### config.mk
export PLATFORM = sky130hd
export DESIGN_NAME = keypad_matrix_scanner
export DESIGN_NICKNAME = d
export VERILOG_FILES = /design/src/rtl/keypad_matrix_scanner.sv
export SDC_FILE = /design/constraint.sdc
export NUM_CORES = 1
export LEC_CHECK = 0
export CAP_MARGIN = 25
export CORE_ASPECT_RATIO = 1.25
export CORE_MARGIN = 3
export CORE_UTILIZATION = 35
export CTS_BUF_LIST = sky130_fd_sc_hd__clkbuf_8
export DETAILED_ROUTE_END_ITERATION = 7
export PLACE_DENSITY_LB_ADDON = 0.05
export REMOVE_ABC_BUFFERS = 1
export SLEW_MARGIN = 10
export SYNTH_ARGS = -nofsm -noshare
export SYNTH_HDL_FRONTEND = slang
export SYNTH_SLANG_ARGS = --single-unit
### constraint.sdc
create_clock -name clock -period 10.2 [get_ports clock]
set_input_delay 2.04 -clock clock [delete_from_list [all_inputs] [get_ports clock]]
set_output_delay 2.04 -clock clock [all_outputs]
set_load 0.02 [all_outputs]
### src/rtl/keypad_matrix_scanner.sv
// 4x3 matrix keypad scanner: drives one column low at a time, samples the
// rows, rejects ghosts (more than one digit key) and bounce, and presents a
// registered one-hot digit vector plus a strobe on each new nonzero digit.
module keypad_matrix_scanner #(
    parameter int SCAN_DIV = 1000,
    parameter int DEBOUNCE = 4
) (
    input  logic       clock,
    input  logic       clrn,
    input  logic [3:0] rows_n,
    output logic [2:0] cols_n,
    output logic [9:0] keypad,
    output logic       key_strobe
);

    localparam int DW = (SCAN_DIV > 1) ? $clog2(SCAN_DIV) : 1;
    localparam int SW = $clog2(DEBOUNCE + 1);

    typedef enum logic [1:0] {
        COL0 = 2'd0,
        COL1 = 2'd1,
        COL2 = 2'd2
    } col_t;

    col_t          r_col;
    col_t          w_col_next;
    logic [2:0]    r_cols_n;
    logic [2:0]    w_cols_n_next;
    logic [DW-1:0] r_div;
    logic [9:0]    r_acc;
    logic [1:0]    r_cnt;
    logic [9:0]    r_last;
    logic [SW-1:0] r_stable;
    logic [9:0]    r_keypad;
    logic          r_strobe;

    logic          w_tc;
    logic          w_scan_end;
    logic [9:0]    w_col_bits;
    logic [2:0]    w_hits;
    logic [2:0]    w_sum;
    logic [1:0]    w_cnt_total;
    logic [9:0]    w_acc_total;
    logic [9:0]    w_candidate;

    assign w_tc       = (r_div == DW'(SCAN_DIV - 1));
    assign w_scan_end = w_tc && (r_col == COL2);

    // Column sequencing, row decode for the driven column, and scan-total math.
    always_comb begin
        w_col_next    = r_col;
        w_cols_n_next = r_cols_n;
        w_col_bits    = 10'b0;
        w_hits        = 3'd0;
        if (w_tc) begin
            case (r_col)
                COL0:    w_col_next = COL1;
                COL1:    w_col_next = COL2;
                default: w_col_next = COL0;
            endcase
        end
        case (w_col_next)
            COL0:    w_cols_n_next = 3'b110;
            COL1:    w_cols_n_next = 3'b101;
            default: w_cols_n_next = 3'b011;
        endcase
        // Row 3 only carries a digit in the middle column ('0'); '*' and '#'
        // are invisible here so they never contribute to ghost detection.
        case (r_col)
            COL0: begin
                w_col_bits[1] = ~rows_n[0];
                w_col_bits[4] = ~rows_n[1];
                w_col_bits[7] = ~rows_n[2];
            end
            COL1: begin
                w_col_bits[2] = ~rows_n[0];
                w_col_bits[5] = ~rows_n[1];
                w_col_bits[8] = ~rows_n[2];
                w_col_bits[0] = ~rows_n[3];
            end
            default: begin
                w_col_bits[3] = ~rows_n[0];
                w_col_bits[6] = ~rows_n[1];
                w_col_bits[9] = ~rows_n[2];
            end
        endcase
        for (int i = 0; i < 10; i++) begin
            w_hits = w_hits + {2'b0, w_col_bits[i]};
        end
        w_sum       = {1'b0, r_cnt} + w_hits;
        w_cnt_total = (w_sum >= 3'd2) ? 2'd2 : w_sum[1:0];
        w_acc_total = r_acc | w_col_bits;
        w_candidate = (w_cnt_total == 2'd1) ? w_acc_total : 10'b0;
    end

    // Column state register and registered column drive pins.
    always_ff @(posedge clock) begin
        if (!clrn) begin
            r_col    <= COL0;
            r_cols_n <= 3'b110;
        end else begin
            r_col    <= w_col_next;
            r_cols_n <= w_cols_n_next;
        end
    end

    // Per-column settle divider.
    always_ff @(posedge clock) begin
        if (!clrn) begin
            r_div <= '0;
        end else if (w_tc) begin
            r_div <= '0;
        end else begin
            r_div <= r_div + DW'(1);
        end
    end

    // Scan accumulation and debounce of the per-scan candidate into keypad.
    always_ff @(posedge clock) begin
        if (!clrn) begin
            r_acc    <= 10'b0;
            r_cnt    <= 2'd0;
            r_last   <= 10'b0;
            r_stable <= '0;
            r_keypad <= 10'b0;
            r_strobe <= 1'b0;
        end else begin
            r_strobe <= 1'b0;
            if (w_scan_end) begin
                r_acc <= 10'b0;
                r_cnt <= 2'd0;
                if (w_candidate != r_last) begin
                    r_last   <= w_candidate;
                    r_stable <= '0;
                end else if (r_stable < SW'(DEBOUNCE - 1)) begin
                    r_stable <= r_stable + SW'(1);
                end else if (w_candidate != r_keypad) begin
                    r_keypad <= w_candidate;
                    r_strobe <= (w_candidate != 10'b0);
                end
            end else if (w_tc) begin
                r_acc <= w_acc_total;
                r_cnt <= w_cnt_total;
            end
        end
    end

    assign cols_n     = r_cols_n;
    assign keypad     = r_keypad;
    assign key_strobe = r_strobe;

endmodule

* Word-level counts from Yosys, hierarchy flattened *
Cells that the tools add are included.

operators by class
  add/subtract/negate cells = 12
  multiply operators = 0
  divide/modulo/power cells = 0
  magnitude comparators = 2
  eq/ne operators = 7
  shifts and indexed selects = 0
  mux-type cells = 17
  bitwise operators = 10
  reduce and logical (&&, ||, !) cells = 12

operators with widths
  cell                     count
  $add A3 B1 Y3            7
  $ne A10 B10 Y1           2
  $add A10 B1 Y10 const B  1
  $eq A10 B10 Y1 const B   1
  $mux W1                  10
  $mux W10                 1
  $or A10 B10 Y10          1
  $reduce_bool A10 Y1      1
  $not A1 Y1               9
  $eq A2 B1 Y1 const B     3
  $mux W3                  2
  $pmux W3 S2              1
  $reduce_or A2 Y1         3
  $reduce_or A5 Y1         1
  $logic_not A2 Y1         2
  $mux W2                  2
  $pmux W2 S2              1
  $reduce_and A2 Y1        2
  $reduce_and A4 Y1        1
  $add A2 B1 Y3            1
  $add A2 B3 Y3            1
  $add A3 B1 Y3 const B    1
  $ge A3 B2 Y1 const B     1
  $lt A3 B2 Y1 const B     1
  other kinds (4)          4

storage, ports and cells
  bits in registers = 51
  latch bits = 0
  RAM bits = 0
  memory bits (read-only) = 0
  input port bits = 6
  output and inout port bits = 14
  logic and storage cells = 69
  memories = 0

* Logic depth before layout (Yosys ltp) *
  depth after elaboration = 19
  gate-level depth with buffers = 20
  mapped depth without buffers = 16

* Least setup slack after synthesis *
Ideal clock, no wire load.

  kind = input to register
  start point = input port rows_n[3]
  end point = register r_keypad[6] (netlist: keypad[6])
  arrival = 6.890 ns
  required time = 10.074 ns
  path slack = 3.184 ns
  stages = 16
  path buffers = 1
  cells stage by stage = nor3b_1 -> inv_1 -> fa_1 -> fa_1 -> inv_1 -> fa_1 -> fa_1 -> fa_1 -> xor3_1 -> o2111ai_1 -> a221oi_2 -> o211ai_1 -> or3_1 -> a2111o_1 -> buf_6 -> mux2i_1

between the ends
  word-level cells in the longest chain between the ends = 19
  elaborated cells between the ends (all ways) = 21
  classes of those cells = add/sub (10); order compare (1); eq/ne (3); mux (3); bitwise (3); reduce/logical (1)

RTL lines
  element                             line  text
  start: declaration                  10    input logic [3:0] rows_n,
  $not A1 Y1 (*)                      79    w_col_bits[0] = ~rows_n[3];
  $mux W1 (*)                         69    case (r_col)
  $add A1 B1 Y2                       88    w_hits = w_hits + {2'b0, w_col_bits[i]};
  $add A2 B1 Y3                       88
  $add A3 B1 Y3 (7 in series)         88
  $add A2 B3 Y3                       90    w_sum = {1'b0, r_cnt} + w_hits;
  $ge A3 B2 Y1                        91    w_cnt_total = (w_sum >= 3'd2) ? 2'd2 : w_sum[1:0];
  $mux W2                             91
  $eq A2 B1 Y1                        93    w_candidate = (w_cnt_total == 2'd1) ? w_acc_total : 10'b0;
  $mux W10 (*)                        93
  $ne A10 B10 Y1                      132   if (w_candidate != r_last) begin
  $not A1 Y1 (no source line)         -
  $reduce_and A4 Y1 (no source line)  -
  end signal: assignment              138   r_keypad <= w_candidate;
  end: declaration                    34    logic [9:0] r_keypad;

Mark *: on every way between the ends. The rest lies on a longest branch, timed or not.
A chain may end at the register's enable or synchronous reset.

* Worst setup path after layout *
  start point = input port rows_n[3]
  end point = register r_last[3]

between the ends
  word-level cells in the longest chain between the ends = 18
  elaborated cells between the ends (all ways) = 19
  classes of those cells = add/sub (10); order compare (1); eq/ne (2); mux (3); bitwise (2); reduce/logical (1)

RTL lines
  element                             line  text
  $not A1 Y1 (*)                      79
  $mux W1 (*)                         69
  $add A1 B1 Y2                       88
  $add A2 B1 Y3                       88
  $add A3 B1 Y3 (7 in series)         88
  $add A2 B3 Y3                       90
  $ge A3 B2 Y1                        91
  $mux W2                             91
  $eq A2 B1 Y1                        93
  $mux W10 (*)                        93
  $ne A10 B10 Y1                      132
  $reduce_and A2 Y1 (no source line)  -
  end signal: assignment              133   r_last <= w_candidate;
  end: declaration                    32    logic [9:0] r_last;

Marked as above.

==> summary.txt <==
Logic synthesis
  • Library cells used by synthesis: 49
  • Share of the synthesized area in the top cell type: 0.3453
  • Post-synth EDFFs: 0
  • Post-Synth Simple-Gate Area: 0.2768
  • Yosys warnings: 0
  • Synth Area in Adders: 0.06009
  • Seq/Total Area, Yosys: 0.3453
  • Synth Instances: 369
  • Post-synthesis register bit count: 51
  • Syn avg cell area: 8.012 um2
  • Compound-cell area share of the yosys netlist: 0.1617
  • Dominant cells by area after synthesis: dfxtp_1 (35%), o21ai_0 (6.8%), mux2i_1 (6.4%)
  • Ys async rst share: 0
  • Largest family of logic cells by synthesized area: simple AND/OR/NAND/NOR gates
  • Ys flop type: dfxtp_1
  • Cell area after synthesis: 2957 um2
  • XOR/XNOR share of the synthesized area: 0.03766
  • Post-synthesis mux area share: 0.06433
  • Biggest area consumer among synthesized cells: dfxtp_1

Clock network
  • Clock root cell: clkbuf_8
  • CTS HTree Levels: 2
  • Clock transition at path regs: 90 ps
  • Post_cts resized: 0
  • Max Buffers Root-to-Sink: 2
  • CTS buffer count: 5
  • Clk sinks: 51
  • Post-CTS Setup Inserts: 0
  • Clock Latency Late Sink: 310 ps
  • CTS tree: yes
  • Hold-fix buffers, CTS: 0

STA
  • Skew final: 8.590 ps
  • RSZ-0062 raised after global routing: no
  • Worst rel slew slack: 0.3533
  • Max-slew violations: 0
  • Final Hold Viols: 0
  • Final Cycle Share: 0.7845
  • Min Tclk post-route: 8002 ps
  • Worst-Margin Slew: 962.7 ps
  • Max Fclk: 125.0 MHz
  • Post-route setup TNS: 0 ps
  • Setup violations, final: 0

Drt
  • DR DRC count: 0
  • Detailed Route Iter0 Violations: 156
  • DRT Wirelength: 7627 um
  • First drt pass iteration count: 4
  • Via density: 5.469
  • Routed len/inst: 16.12 um
  • Vias: 2587
  • ANT nets after route: 0

Power
  • Power Dens Cells: 109.6 nW/um2
  • VDD IR max: 0.06203 mV
  • Cell leakage power: 1.221 nW
  • Total power: 0.3595 mW

Critical path
  • CP arrival: 8240 ps
  • CP endpoint kind: register
  • Req. time, crit path: 10440 ps
  • Crit Path Class: input pin to register
  • Worst Setup SP: rows_n[3]
  • Reg2Reg Launch Point: r_col[0]
  • Critical Path Start Type: input pin
  • Crit Path Max Fanout: 12

Final layout
  • NumNets Final: 393
  • Final core occ: 0.4092
  • Layout cells sized above 1: 0.04497
  • Most common cell after layout, fill and taps aside: dfxtp_1
  • Area Overhead vs Synth: 10.96%
  • N_diodes: 0
  • Commonest cells after routing, fill and taps aside: dfxtp_1 (51), nand2_1 (43), nor2_1 (43)

Floorplanning
  • Die Wd: 88.21 um
  • Core area: 8018 um2
  • DIE AREA: 9593 um2
  • FP Rows: 36
  • Ports: 20
  • Starting Density: 0.3688
  • Chip height: 108.8 um

Global routing
  • Largest net degree at the start of global routing: 37
  • Initial antenna violation count: 0
  • GRT Util Overall: 0.1666
  • Vias in the first global route: 2530
  • Global-route wire length before repair: 12640 um
  • Grt ovf: 0

Worst hold path
  • Worst min-delay path category: register to register
  • Hold_sp: r_last[1]

Placed design
  • Gp weighted congestion: 0.8225
  • Port buffer count: 19
  • DP Wirelength: 5588 um

Run
  • Max-cap violations: 0

Outcome
  • Status: finished, final reports clean
-- critical path, stage by stage --
cell and delay (ps):
clkdlybuf4s50_1 390, nor3b_1 620, inv_1 140, fa_1 530, fa_1 550, inv_1 50, fa_1 500, fa_1 450
fa_1 370, xor3_1 500, and2_1 420, a211oi_1 130, a211oi_1 320, nor2_1 160, a21oi_1 570, buf_4 300
mux2i_1 190
-- layer usage --
metal / track usage / vias up / routed length [um]
li1: - / 1291 / -
met1: 0.2226 / 1244 / 3541
met2: 0.2759 / 42 / 3709
met3: 0.02419 / 10 / 268
met4: 0.05076 / 0 / 108
met5: 0 / - / 0
-- cell type report --
class	instances	area, um2
fillers	837	4737
multi-input cells	282	1775
flip-flops and latches	51	1021
repair buffers	21	205.2
well taps	95	118.9
clock buffers	7	96.34
inverters	16	60.06
clock inverters	1	3.754
-- metrics by stage --
stage | worst slack (ps) | instances | cell area (um2) | hold WS (ps)
global route | 1837 | 473 | 3281 | 493.5
detailed placement | 1928 | 465 | 3181 | 455.1
floorplan | 3033 | 349 | 2856 | 430.2
finish | 2198 | 473 | 3281 | 465.8
CTS | 2217 | 473 | 3281 | 469.3
global placement | 1903 | 465 | 3181 | 448.7
-- flip-flops by register name, indices dropped and copies added (netlist names) --
signal,cells
r_div,10
key_strobe,1
keypad,10
r_cnt,2
r_stable,3
cols_n,3
r_col,2
r_acc,10
r_last,10
-- synth_stat cells (2+ instances only) --
cell type and n:
a211oi_1 5, a21boi_0 5, or3_1 12, mux2i_1 19, nor3_1 17, a21o_1 2
and2_1 5, nor2_1 43, nor2b_1 3, fa_1 7, ha_1 3, nand4_1 2
nand3_1 7, nand2b_1 3, nand2_1 43, or2_2 4, nor3b_1 5, inv_1 16
and3_1 3, dfxtp_1 51, o211ai_1 2, a21oi_1 16, xnor2_1 5, buf_6 3
xor2_1 5, o2111ai_1 2, clkbuf_1 13, buf_2 2, nor4b_1 6, o21ai_0 40
buf_1 2
-- logic make-up (layout without fill, tap and decap cells) --
family                   count (synthesis)  count (layout)
buffers and inverters                   36              45
AND/OR/NAND/NOR                        162             162
XOR/XNOR                                11              11
flip-flops                              51              51
adder cells (fa/ha/maj)                 10              10
multiplexers                            19              19
AO/OA/AOI/OAI                           80              80
-- report_power, final --
group          internal [mW]  switching [mW]  total, mW
Clock                 0.0611          0.0675      0.129
Sequential             0.200        0.000981      0.201
Combinational         0.0104          0.0196     0.0300
-- path summary, 6_finish.rpt --
path | to | slack (ps) | cells past startpoint
setup / recovery | r_last[3] | 2200 | 17
hold / removal | r_last[1] | 470 | 2
setup reg to reg | r_last[3] | 3580 | 16
hold reg to reg | r_last[1] | 470 | 2
No activity file was read; power rests on OpenSTA's default activity.
